`src/rtl/ooo_pkg.sv`:
```
// Shared types and constants for the out-of-order front end: the dispatch
// FIFO entry layout, common opcodes, machine sizes and the write-back snoop
// helper used when DISPATCH_FWD_EN is defined.
package ooo_pkg;

  localparam int NUM_ROB           = 64;
  localparam int NUM_PHYSICAL_REGS = 64;
  localparam int PHYS_TAG_W        = $clog2(NUM_PHYSICAL_REGS);

  localparam logic [6:0] OP_R     = 7'b0110011;
  localparam logic [6:0] OP_LOAD  = 7'b0000011;
  localparam logic [6:0] OP_STORE = 7'b0100011;

  typedef struct packed {
    logic [PHYS_TAG_W-1:0] dest;
    logic [PHYS_TAG_W-1:0] rs1;
    logic [PHYS_TAG_W-1:0] rs2;
    logic [31:0]           rs1_val;
    logic [31:0]           rs2_val;
    logic [6:0]            opcode;
    logic [31:0]           imm;
  } dispatch_entry_t;

  // Replaces stale operand values with a broadcast result. Tag 0 is the
  // hard-wired zero register and must never pick up a broadcast.
  function automatic dispatch_entry_t snoop_entry(
    input dispatch_entry_t       e,
    input logic                  wbValid,
    input logic [PHYS_TAG_W-1:0] wbTag,
    input logic [31:0]           wbData
  );
    dispatch_entry_t r;
    r = e;
    if (wbValid && (wbTag != '0)) begin
      if (e.rs1 == wbTag) r.rs1_val = wbData;
      if (e.rs2 == wbTag) r.rs2_val = wbData;
    end
    return r;
  endfunction

endpackage

```
`src/rtl/dispatch_fifo.sv`:
```
// In-order DEPTH-entry buffer between rename and issue-queue write.
// Push, pop, flush and occupancy count; with DISPATCH_FWD_EN defined every
// buffered entry (and the entry being written) snoops the write-back bus.
module dispatch_fifo
  import ooo_pkg::*;
#(
  parameter int DEPTH = 4,
  parameter int CNT_W = $clog2(DEPTH) + 1
) (
  input  logic                  clk,
  input  logic                  reset_n,
  input  logic                  flush_i,
  input  logic                  push_i,
  input  dispatch_entry_t       push_data_i,
  input  logic                  pop_i,
`ifdef DISPATCH_FWD_EN
  input  logic                  snoop_valid_i,
  input  logic [PHYS_TAG_W-1:0] snoop_tag_i,
  input  logic [31:0]           snoop_data_i,
`endif
  output dispatch_entry_t       head_o,
  output logic [CNT_W-1:0]      count_o
);

  localparam int PTR_W = $clog2(DEPTH);

  dispatch_entry_t  mem_q [DEPTH];
  logic [PTR_W-1:0] rdPtr_q;
  logic [PTR_W-1:0] wrPtr_q;
  logic [CNT_W-1:0] count_q;
  dispatch_entry_t  writeEntry;

  // Incoming entry, updated by a same-cycle broadcast when forwarding is built
  always_comb begin
`ifdef DISPATCH_FWD_EN
    writeEntry = snoop_entry(push_data_i, snoop_valid_i, snoop_tag_i, snoop_data_i);
`else
    writeEntry = push_data_i;
`endif
  end

  // Storage, pointers and occupancy; storage is cleared on reset so the head reads 0
  always_ff @(posedge clk) begin
    if (!reset_n) begin
      for (int i = 0; i < DEPTH; i++) mem_q[i] <= '0;
      rdPtr_q <= '0;
      wrPtr_q <= '0;
      count_q <= '0;
    end else begin
`ifdef DISPATCH_FWD_EN
      for (int i = 0; i < DEPTH; i++)
        mem_q[i] <= snoop_entry(mem_q[i], snoop_valid_i, snoop_tag_i, snoop_data_i);
`endif
      if (flush_i) begin
        rdPtr_q <= '0;
        wrPtr_q <= '0;
        count_q <= '0;
      end else begin
        if (push_i) begin
          mem_q[wrPtr_q] <= writeEntry;
          wrPtr_q        <= wrPtr_q + 1'b1;
        end
        if (pop_i) rdPtr_q <= rdPtr_q + 1'b1;
        if (push_i && !pop_i)      count_q <= count_q + 1'b1;
        else if (!push_i && pop_i) count_q <= count_q - 1'b1;
      end
    end
  end

  assign head_o  = mem_q[rdPtr_q];
  assign count_o = count_q;

endmodule

```
`src/rtl/dispatch_unit.sv`:
```
// Dispatch stage: buffers renamed instructions, allocates ROB slots against
// a credit counter and writes the head entry into the issue queue.
// DISPATCH_FWD_EN adds write-back snooping and same-cycle operand bypass;
// without it fwd_rs1/fwd_rs2 are tied to 0 and the wb_* inputs are unused.
module dispatch_unit #(
  parameter int DEPTH   = 4,
  parameter int NUM_ROB = ooo_pkg::NUM_ROB,
  parameter int PREG_W  = ooo_pkg::PHYS_TAG_W
) (
  input  logic                       clk,
  input  logic                       reset_n,
  input  logic                       flush,
  input  logic                       in_valid,
  output logic                       in_ready,
  input  logic [PREG_W-1:0]          in_phys_dest,
  input  logic [PREG_W-1:0]          in_phys_rs1,
  input  logic [PREG_W-1:0]          in_phys_rs2,
  input  logic [31:0]                in_rs1_val,
  input  logic [31:0]                in_rs2_val,
  input  logic [6:0]                 in_opcode,
  input  logic [31:0]                in_immediate,
  input  logic                       rob_commit,
  input  logic                       wb_valid,
  input  logic [PREG_W-1:0]          wb_tag,
  input  logic [31:0]                wb_data,
  input  logic                       issue_queue_full,
  output logic                       write_enable,
  output logic [PREG_W-1:0]          phys_dest,
  output logic [PREG_W-1:0]          phys_rs1,
  output logic [PREG_W-1:0]          phys_rs2,
  output logic [31:0]                phys_rs1_val,
  output logic [31:0]                phys_rs2_val,
  output logic [6:0]                 opcode,
  output logic [31:0]                immediate,
  output logic [$clog2(NUM_ROB)-1:0] ROB_entry_index,
  output logic [31:0]                fwd_rs1,
  output logic [31:0]                fwd_rs2
);

  import ooo_pkg::*;

  localparam int ROB_W  = $clog2(NUM_ROB);
  localparam int CRED_W = $clog2(NUM_ROB + 1);
  localparam int CNT_W  = $clog2(DEPTH) + 1;

  dispatch_entry_t   pushEntry;
  dispatch_entry_t   headEntry;
  logic [CNT_W-1:0]  fifoCount;
  logic              headValid;
  logic              doPush;
  logic              doDispatch;
  logic [ROB_W-1:0]  robTail_q, robTail_d;
  logic [CRED_W-1:0] credits_q, credits_d;

  // Capture every rename field into one FIFO entry
  always_comb begin
    pushEntry         = '0;
    pushEntry.dest    = in_phys_dest;
    pushEntry.rs1     = in_phys_rs1;
    pushEntry.rs2     = in_phys_rs2;
    pushEntry.rs1_val = in_rs1_val;
    pushEntry.rs2_val = in_rs2_val;
    pushEntry.opcode  = in_opcode;
    pushEntry.imm     = in_immediate;
  end

  // in_ready only looks at registered occupancy, so issue_queue_full never reaches it
  assign in_ready   = (fifoCount < CNT_W'(DEPTH));
  assign headValid  = (fifoCount != '0);
  assign doPush     = in_valid && in_ready && !flush;
  assign doDispatch = headValid && !issue_queue_full && (credits_q != '0) && !flush;

  dispatch_fifo #(
    .DEPTH (DEPTH),
    .CNT_W (CNT_W)
  ) u_fifo (
    .clk           (clk),
    .reset_n       (reset_n),
    .flush_i       (flush),
    .push_i        (doPush),
    .push_data_i   (pushEntry),
    .pop_i         (doDispatch),
`ifdef DISPATCH_FWD_EN
    .snoop_valid_i (wb_valid),
    .snoop_tag_i   (wb_tag),
    .snoop_data_i  (wb_data),
`endif
    .head_o        (headEntry),
    .count_o       (fifoCount)
  );

  // Next ROB tail and credit count; a commit at full credit has nowhere to go
  always_comb begin
    robTail_d = robTail_q;
    credits_d = credits_q;
    if (flush) begin
      robTail_d = '0;
      credits_d = CRED_W'(NUM_ROB);
    end else begin
      if (doDispatch)
        robTail_d = (robTail_q == ROB_W'(NUM_ROB - 1)) ? '0 : robTail_q + 1'b1;
      if (doDispatch && !rob_commit)
        credits_d = credits_q - 1'b1;
      else if (!doDispatch && rob_commit && (credits_q != CRED_W'(NUM_ROB)))
        credits_d = credits_q + 1'b1;
    end
  end

  // ROB allocation state registers
  always_ff @(posedge clk) begin
    if (!reset_n) begin
      robTail_q <= '0;
      credits_q <= CRED_W'(NUM_ROB);
    end else begin
      robTail_q <= robTail_d;
      credits_q <= credits_d;
    end
  end

  assign write_enable    = doDispatch;
  assign phys_dest       = headEntry.dest;
  assign phys_rs1        = headEntry.rs1;
  assign phys_rs2        = headEntry.rs2;
  assign phys_rs1_val    = headEntry.rs1_val;
  assign phys_rs2_val    = headEntry.rs2_val;
  assign opcode          = headEntry.opcode;
  assign immediate       = headEntry.imm;
  assign ROB_entry_index = robTail_q;

`ifdef DISPATCH_FWD_EN
  assign fwd_rs1 = (wb_valid && (wb_tag != '0) && (wb_tag == headEntry.rs1)) ? wb_data : headEntry.rs1_val;
  assign fwd_rs2 = (wb_valid && (wb_tag != '0) && (wb_tag == headEntry.rs2)) ? wb_data : headEntry.rs2_val;
`else
  logic unusedWb;
  assign unusedWb = ^{wb_valid, wb_tag, wb_data};
  assign fwd_rs1  = '0;
  assign fwd_rs2  = '0;
`endif

endmodule
```
`config.mk`:
```
export PLATFORM = sky130hd
export DESIGN_NAME = dispatch_unit
export DESIGN_NICKNAME = d
export VERILOG_FILES = /design/src/rtl/ooo_pkg.sv /design/src/rtl/dispatch_fifo.sv /design/src/rtl/dispatch_unit.sv
export SDC_FILE = /design/constraint.sdc
export NUM_CORES = 1
export LEC_CHECK = 0
export ABC_AREA = 1
export CAP_MARGIN = 0
export CORE_MARGIN = 4
export CORE_UTILIZATION = 38
export CTS_CLUSTER_SIZE = 14
export DETAILED_ROUTE_END_ITERATION = 8
export GPL_TIMING_DRIVEN = 0
export SETUP_SLACK_MARGIN = 0.2
export SYNTH_ARGS = -nofsm -noshare
export SYNTH_HDL_FRONTEND = slang
export SYNTH_HIERARCHICAL = 1
export SYNTH_SLANG_ARGS = --single-unit
```
`constraint.sdc`:
```
create_clock -name clk -period 15.08 [get_ports clk]
set_input_delay 3.77 -clock clk [delete_from_list [all_inputs] [get_ports clk]]
set_output_delay 3.77 -clock clk [all_outputs]
set_load 0.1 [all_outputs]
```
Yosys cells after proc, flatten, opt, wreduce, memory -nomap -nowiden
Memories as Yosys holds them, arrays and structs flattened. A register that Yosys moved wholly into a read port is not among the register bits.
Cells that the tools add are included.
Widths: inputs -> output; s select.
{"block": "word_totals", "ff_bits": 20, "romBits": 0, "input_bits": 166, "out_inout_bits": 193, "n_memories": 1, "latchBits": 0, "mem_bits_rw": 484}
{"block": "classes", "bitwise_logic": 1, "eq_ne": 2, "shift": 0, "addsub": 7, "n_mux": 15, "mul": 0, "n_div": 0, "n_lt_le_gt_ge": 1, "reduce_logical": 21}
{"name": "u_fifo.mem_q", "words": 4, "width": 121, "rd": 1, "rd_ports_with_merged_regs": 1, "write_ports": 4, "line_no": "dispatch_fifo.sv:27", "text": "dispatch_entry_t mem_q [DEPTH];"}
{"op": "$mux 121", "count": 1}
{"op": "$reduce_or 121->1", "count": 1}
{"op": "$mux 7", "count": 2}
{"op": "$logic_and 1x1->1", "count": 10}
{"op": "$add 7x1->7 const B", "count": 1}
{"op": "$ne 7x7->1 const B", "count": 1}
{"op": "$reduce_bool 7->1", "count": 1}
{"op": "$sub 7x1->7 const B", "count": 1}
{"op": "$add 6x1->6 const B", "count": 1}
{"op": "$eq 6x6->1 const B", "count": 1}
{"op": "$mux 1", "count": 6}
{"op": "$mux 2", "count": 3}
{"op": "$mux 3", "count": 2}
{"op": "$mux 6", "count": 1}
{"op": "$logic_not 1->1", "count": 5}
{"op": "$add 2x1->2 const B", "count": 2}
{"op": "$reduce_bool 2->1", "count": 2}
{"op": "$add 3x1->3 const B", "count": 1}
{"op": "$lt 3x3->1 const B", "count": 1}
{"op": "$reduce_bool 3->1", "count": 1}
{"op": "$sub 3x1->3 const B", "count": 1}
{"op": "$reduce_or 2->1", "count": 1}
{"op": "$not 1->1", "count": 1}

Depth between registers and ports, before layout
{"block": "logic_depth", "ltp_word": 9, "mapped_depth": 17, "depth_no_buf": 17}

By module
Netlist, hierarchy kept.
{"module": "dispatch_fifo", "n_inst": 1, "area_each_um2": 21301.7, "cells_per_inst": 2006, "seq_area_each_um2": 14714.1}
{"module": "dispatch_unit", "n_inst": 1, "area_each_um2": 1589.0, "cells_per_inst": 228, "seq_area_each_um2": 260.2}

Least setup slack after synthesis
No wires, ideal clock.
{"block": "synth_path", "kind": "input-to-reg", "startpoint": "input port flush", "endpoint": "memory u_fifo/mem_q[2][0] (netlist bit) (enable)", "slack_ns": 1.639, "stages": 5, "path_buffers": 0, "arrival_time_ns": 12.672, "path_cell_list": "inv_2 nand2_1 nor2_1 nand2_2 o21ai_0"}
{"item": "start, declared", "line_no": "dispatch_unit.sv:12", "text": "input logic flush,"}
{"item": "end, declared", "line_no": "dispatch_fifo.sv:27"}

Worst setup path after layout
{"block": "layout_path", "startpoint": "input port flush", "endpoint": "output port write_enable"}
{"block": "layout_via", "elab_chain_cells": 2}
{"item": "$logic_not 1->1", "line_no": "dispatch_unit.sv:71", "text": "assign doDispatch = headValid && !issue_queue_full && (credits_q != '0) && !flush;"}
{"item": "$logic_and 1x1->1", "line_no": "dispatch_unit.sv:71"}
{"item": "end, declared", "line_no": "dispatch_unit.sv:27", "text": "output logic write_enable,"}
Every way passes these cells.

==> results <==
- For this run, design rule violations remaining after detail routing come to 0.
- The width of the die is 253 um.
- STA classifies the critical path startpoint as an input pin.
- The critical path is of the in2out type.
- The maximum number of pins on one net before global-route repair is 54.
- In this run, post-CTS repair resized a total of 0 instances.
- The area growth from synthesis to layout is 26.0%.
- The total instance count after detailed placement is 3340.
- In this run the tightest slew margin relative to its limit is 0.152.
- TritonCTS built the clock tree.
- The number of nets at the end of the flow is 2799.
- The core region is 0.0594 mm2.
- The biggest fanout along the worst timing path is 12.
- The worst clock skew is 0.0149 ns.
- The clock slew at the register clock pins of the worst setup and hold paths is 0.06 ns.
- A synthesized cell averages 10.2 um2.
- Once detail routing completed, the nets flagged for antenna violations numbered 0.
- The setup TNS is 0 ns.
- Total power for the finished layout comes to 3.43 mW.
- The Yosys step of the flow raised 6 warnings.
- Of the total synthesized cell area, the portion taken by AND, OR, NAND and NOR gates is 0.148.
- The number of clock buffers inserted by TritonCTS is 55.
- The data arrival time of the critical path is 6.09 ns.
- The count of clock tree sinks is 506.
- The synthesized netlist occupies a cell area of 0.0229 mm2.
- The portion of netlist area occupied by mux cells is 0.
- The first-pass GRT wire length is 99.1 mm.
- The count of cell types in the netlist is 33.
- The type of the tightest min-delay check is reg2reg.
- The longest clock path from root to sink contains 3 buffers.
- After detailed routing, the total wire length is 66.6 mm.
- The total half-perimeter wirelength after legalization and detailed placement is 44.0 mm.
- The final hold slack is 0.460 ns.
- Of the cells placed in the final design, the portion with a size suffix greater than 1 is 0.0971.
- The pre-antenna-repair detailed-routing pass consisted of 5 iterations.
- The run finished with clean final reports.
- The die is 253 um tall.
- The power density over the cells is 119 mW/mm2.
- The compound-cell area share of the yosys netlist is 0.0906.
- Pin placement for this block handled 359 I/O pins.
- The first routing iteration left 1247 violations.
- The dominant combinational cell family by area after synthesis is simple AND/OR/NAND/NOR gates.
- VDD sags by at most 69.8 uV.
- In the final routed layout, each cell accounts on average for 19.3 um.
- The cell at the root of the clock tree is clkbuf_16.
- The number of hold-repair buffers added at the cts stage is 0.
- The final core utilization is 0.486.
- The floorplan step defined a die boundary enclosing 0.0642 mm2.
- The required time at the worst-slack endpoint is 11.31 ns.
- The leakage power figure is 12.3 nW.
- The count of endpoints failing setup in the final report is 0.
- Of the total synthesized cell area, the portion taken by full adders, half adders and majority gates is 0.00558.
- The number of fillers in the final layout is 5433.
- For the pin with the worst max-slew slack, the measured transition is 1.27 ns.
- The non-filler instance count after layout is 3446.
- The share of synthesized area occupied by flip-flops and latches is 0.654.
- The number of antenna violations at the first check in global routing is 6.
- The final max-slew violation count is 0.
- The starting density of the core is 0.386.
- In this run, synthesis produced a sequential element count of 506.
- Of the available clock period, the critical path in the final layout requires 0.654.
- The hold violation count in the final report is 0.
- The type of element capturing the critical path is an output port.
- Of the total synthesized cell area, the portion taken by XOR and XNOR cells is 0.00191.
- Summing over every cut layer, the via total after detailed routing is 16800.
- Setup repair after global routing left no endpoint under its margin.
- The count of standard-cell rows is 89.
- During placement, the flow inserted port buffers numbering 255.
- For this run, the total global-route usage over all layers was measured as 0.203.
- The via count of the first global-routing pass is 17100.
- The number of cells produced by synthesis is 2234.
- The ratio of routed vias to standard cells is 4.88.
- In this run the number of H-tree levels came out at 2.
- The number of setup buffers added after CTS is 0.
- The maximum clock frequency is 101 MHz.
- The global-route congestion overflow total is 0.
- The count of max-cap constraint violations is 0.
- The worst path needs 9.86 ns of the cycle, external delays included.
- The clock latency on the worst-skew pair is 0.60 ns.
- The congestion estimate from routability-driven global placement came to 0.795.
-- synth_stat cells --
library cell | number | area share
ha_1 | 7 | 0.0038
nand3_2 | 1 | 0.00044
nor3_1 | 1 | 0.00022
inv_4 | 1 | 0.00027
nor2_2 | 14 | 0.0038
nand2_8 | 1 | 0.00087
xnor2_1 | 2 | 0.00077
clkbuf_1 | 70 | 0.011
nand2_1 | 170 | 0.028
buf_4 | 67 | 0.022
o21bai_1 | 2 | 0.00066
nor2_1 | 627 | 0.10
inv_1 | 273 | 0.045
a21oi_4 | 1 | 0.00071
nand4_1 | 3 | 0.00082
inv_2 | 7 | 0.0011
conb_1 | 1 | 0.00016
edfxtp_1 | 484 | 0.63
nand3_1 | 19 | 0.0042
xor2_1 | 3 | 0.0011
o22ai_1 | 121 | 0.033
buf_1 | 4 | 0.00066
a21oi_1 | 8 | 0.0017
nand2_4 | 4 | 0.0020
dfxtp_1 | 22 | 0.019
o21ai_0 | 249 | 0.054
nand2_2 | 9 | 0.0025
fa_1 | 2 | 0.0017
clkinv_1 | 2 | 0.00033
buf_6 | 26 | 0.013
nor2_8 | 1 | 0.00087
buf_2 | 29 | 0.0063
nor2_4 | 3 | 0.0015
-- area by class of cell --
type	instances	area (um2)	area share
sequential	506	15000	0.519
buffer	196	1220	0.0423
inverter	283	1060	0.0369
antenna	5	12.5	0.000434
clock inverter	25	267	0.00924
timing repair buffer	270	2900	0.101
tap	773	967	0.0335
clock buffer	76	1530	0.0530
multi-input combinational	1312	5900	0.205
-- registers in the layout, summed over array words and instances, names as in the netlist, named ones only --
| name | flops |
|---|---|
| u_fifo/count_o | 3 |
| u_fifo/wrPtr_q | 2 |
| u_fifo/rdPtr_q | 2 |
| u_fifo/mem_q | 484 |
| credits_q | 7 |
| ROB_entry_index | 6 |
-- worst paths after layout --
path | from | end | slack, ns | cells after the start
min | u_fifo/rdPtr_q[1] | register | 0.46 | 1
max reg2reg | u_fifo/count_o[2] | u_fifo/mem_q[0][63] | 12.01 | 9
max | flush | write_enable | 5.22 | 7
min reg2reg | u_fifo/rdPtr_q[1] | register | 0.46 | 1
-- layout by cell type (no fill, tap or decap), types with 4 or more instances in the layout --
| master | instances |
|---|---|
| a21oi_1 | 8 |
| buf_1 | 4 |
| buf_12 | 9 |
| buf_16 | 6 |
| buf_2 | 29 |
| buf_4 | 67 |
| buf_6 | 26 |
| bufinv_16 | 6 |
| clkbuf_1 | 86 |
| clkbuf_16 | 57 |
| clkdlybuf4s50_1 | 255 |
| clkinv_1 | 11 |
| clkinv_2 | 9 |
| conb_1 | 64 |
| dfxtp_1 | 22 |
| diode_2 | 5 |
| edfxtp_1 | 484 |
| ha_1 | 7 |
| inv_1 | 273 |
| inv_2 | 7 |
| nand2_1 | 168 |
| nand2_2 | 9 |
| nand2_4 | 6 |
| nand3_1 | 19 |
| nor2_1 | 626 |
| nor2_2 | 14 |
| nor2_4 | 4 |
| o21ai_0 | 248 |
| o22ai_1 | 121 |
-- power breakdown --
group          internal, mW  switching [mW]  total (mW)  leakage, nW
sequential             1.60          0.0156        1.61         5.19
clock                 0.805           0.538        1.34        0.877
combinational         0.116           0.358       0.474         6.24
total                  2.52           0.912        3.43         12.3
-- layer usage --
metal | routed length, um | vias up | share of wire | global-route usage
met5 | 13 | - | 0.00020 | 0
met4 | 1610 | 2 | 0.024 | 0.0575
li1 | - | 8073 | - | -
met3 | 5530 | 103 | 0.083 | 0.0433
met2 | 32600 | 600 | 0.49 | 0.349
met1 | 26900 | 8052 | 0.40 | 0.259
-- worst max-delay path: stages --
cell	delay, ns
clkdlybuf4s50_1	0.53
inv_2	0.12
nand2_2	0.08
clkinv_1	0.07
nand2_4	0.06
nor2_8	0.24
clkdlybuf4s50_1	1.19
-- metrics by stage --
| stage | setup WS (ns) | area, um2 |
|---|---|---|
| final | 5.22 | 28800 |
| after global routing | 5.14 | 28800 |
| after CTS | 5.21 | 28800 |
| after floorplan | 1.64 | 23100 |
| after detailed placement | 5.21 | 27000 |
| after global placement | -6.71 | 26600 |
-- cells by family (layout without fill, tap and decap cells) --
group	Yosys count	after routing
and+or+nand+nor	853	853
DFF	506	506
buffers and inverters	479	850
AOI/OAI and AO/OA	381	381
adders and majority gates	9	9
xor gates and xnor gates	5	5
other	1	69
Power figures use the tool's default switching activity.
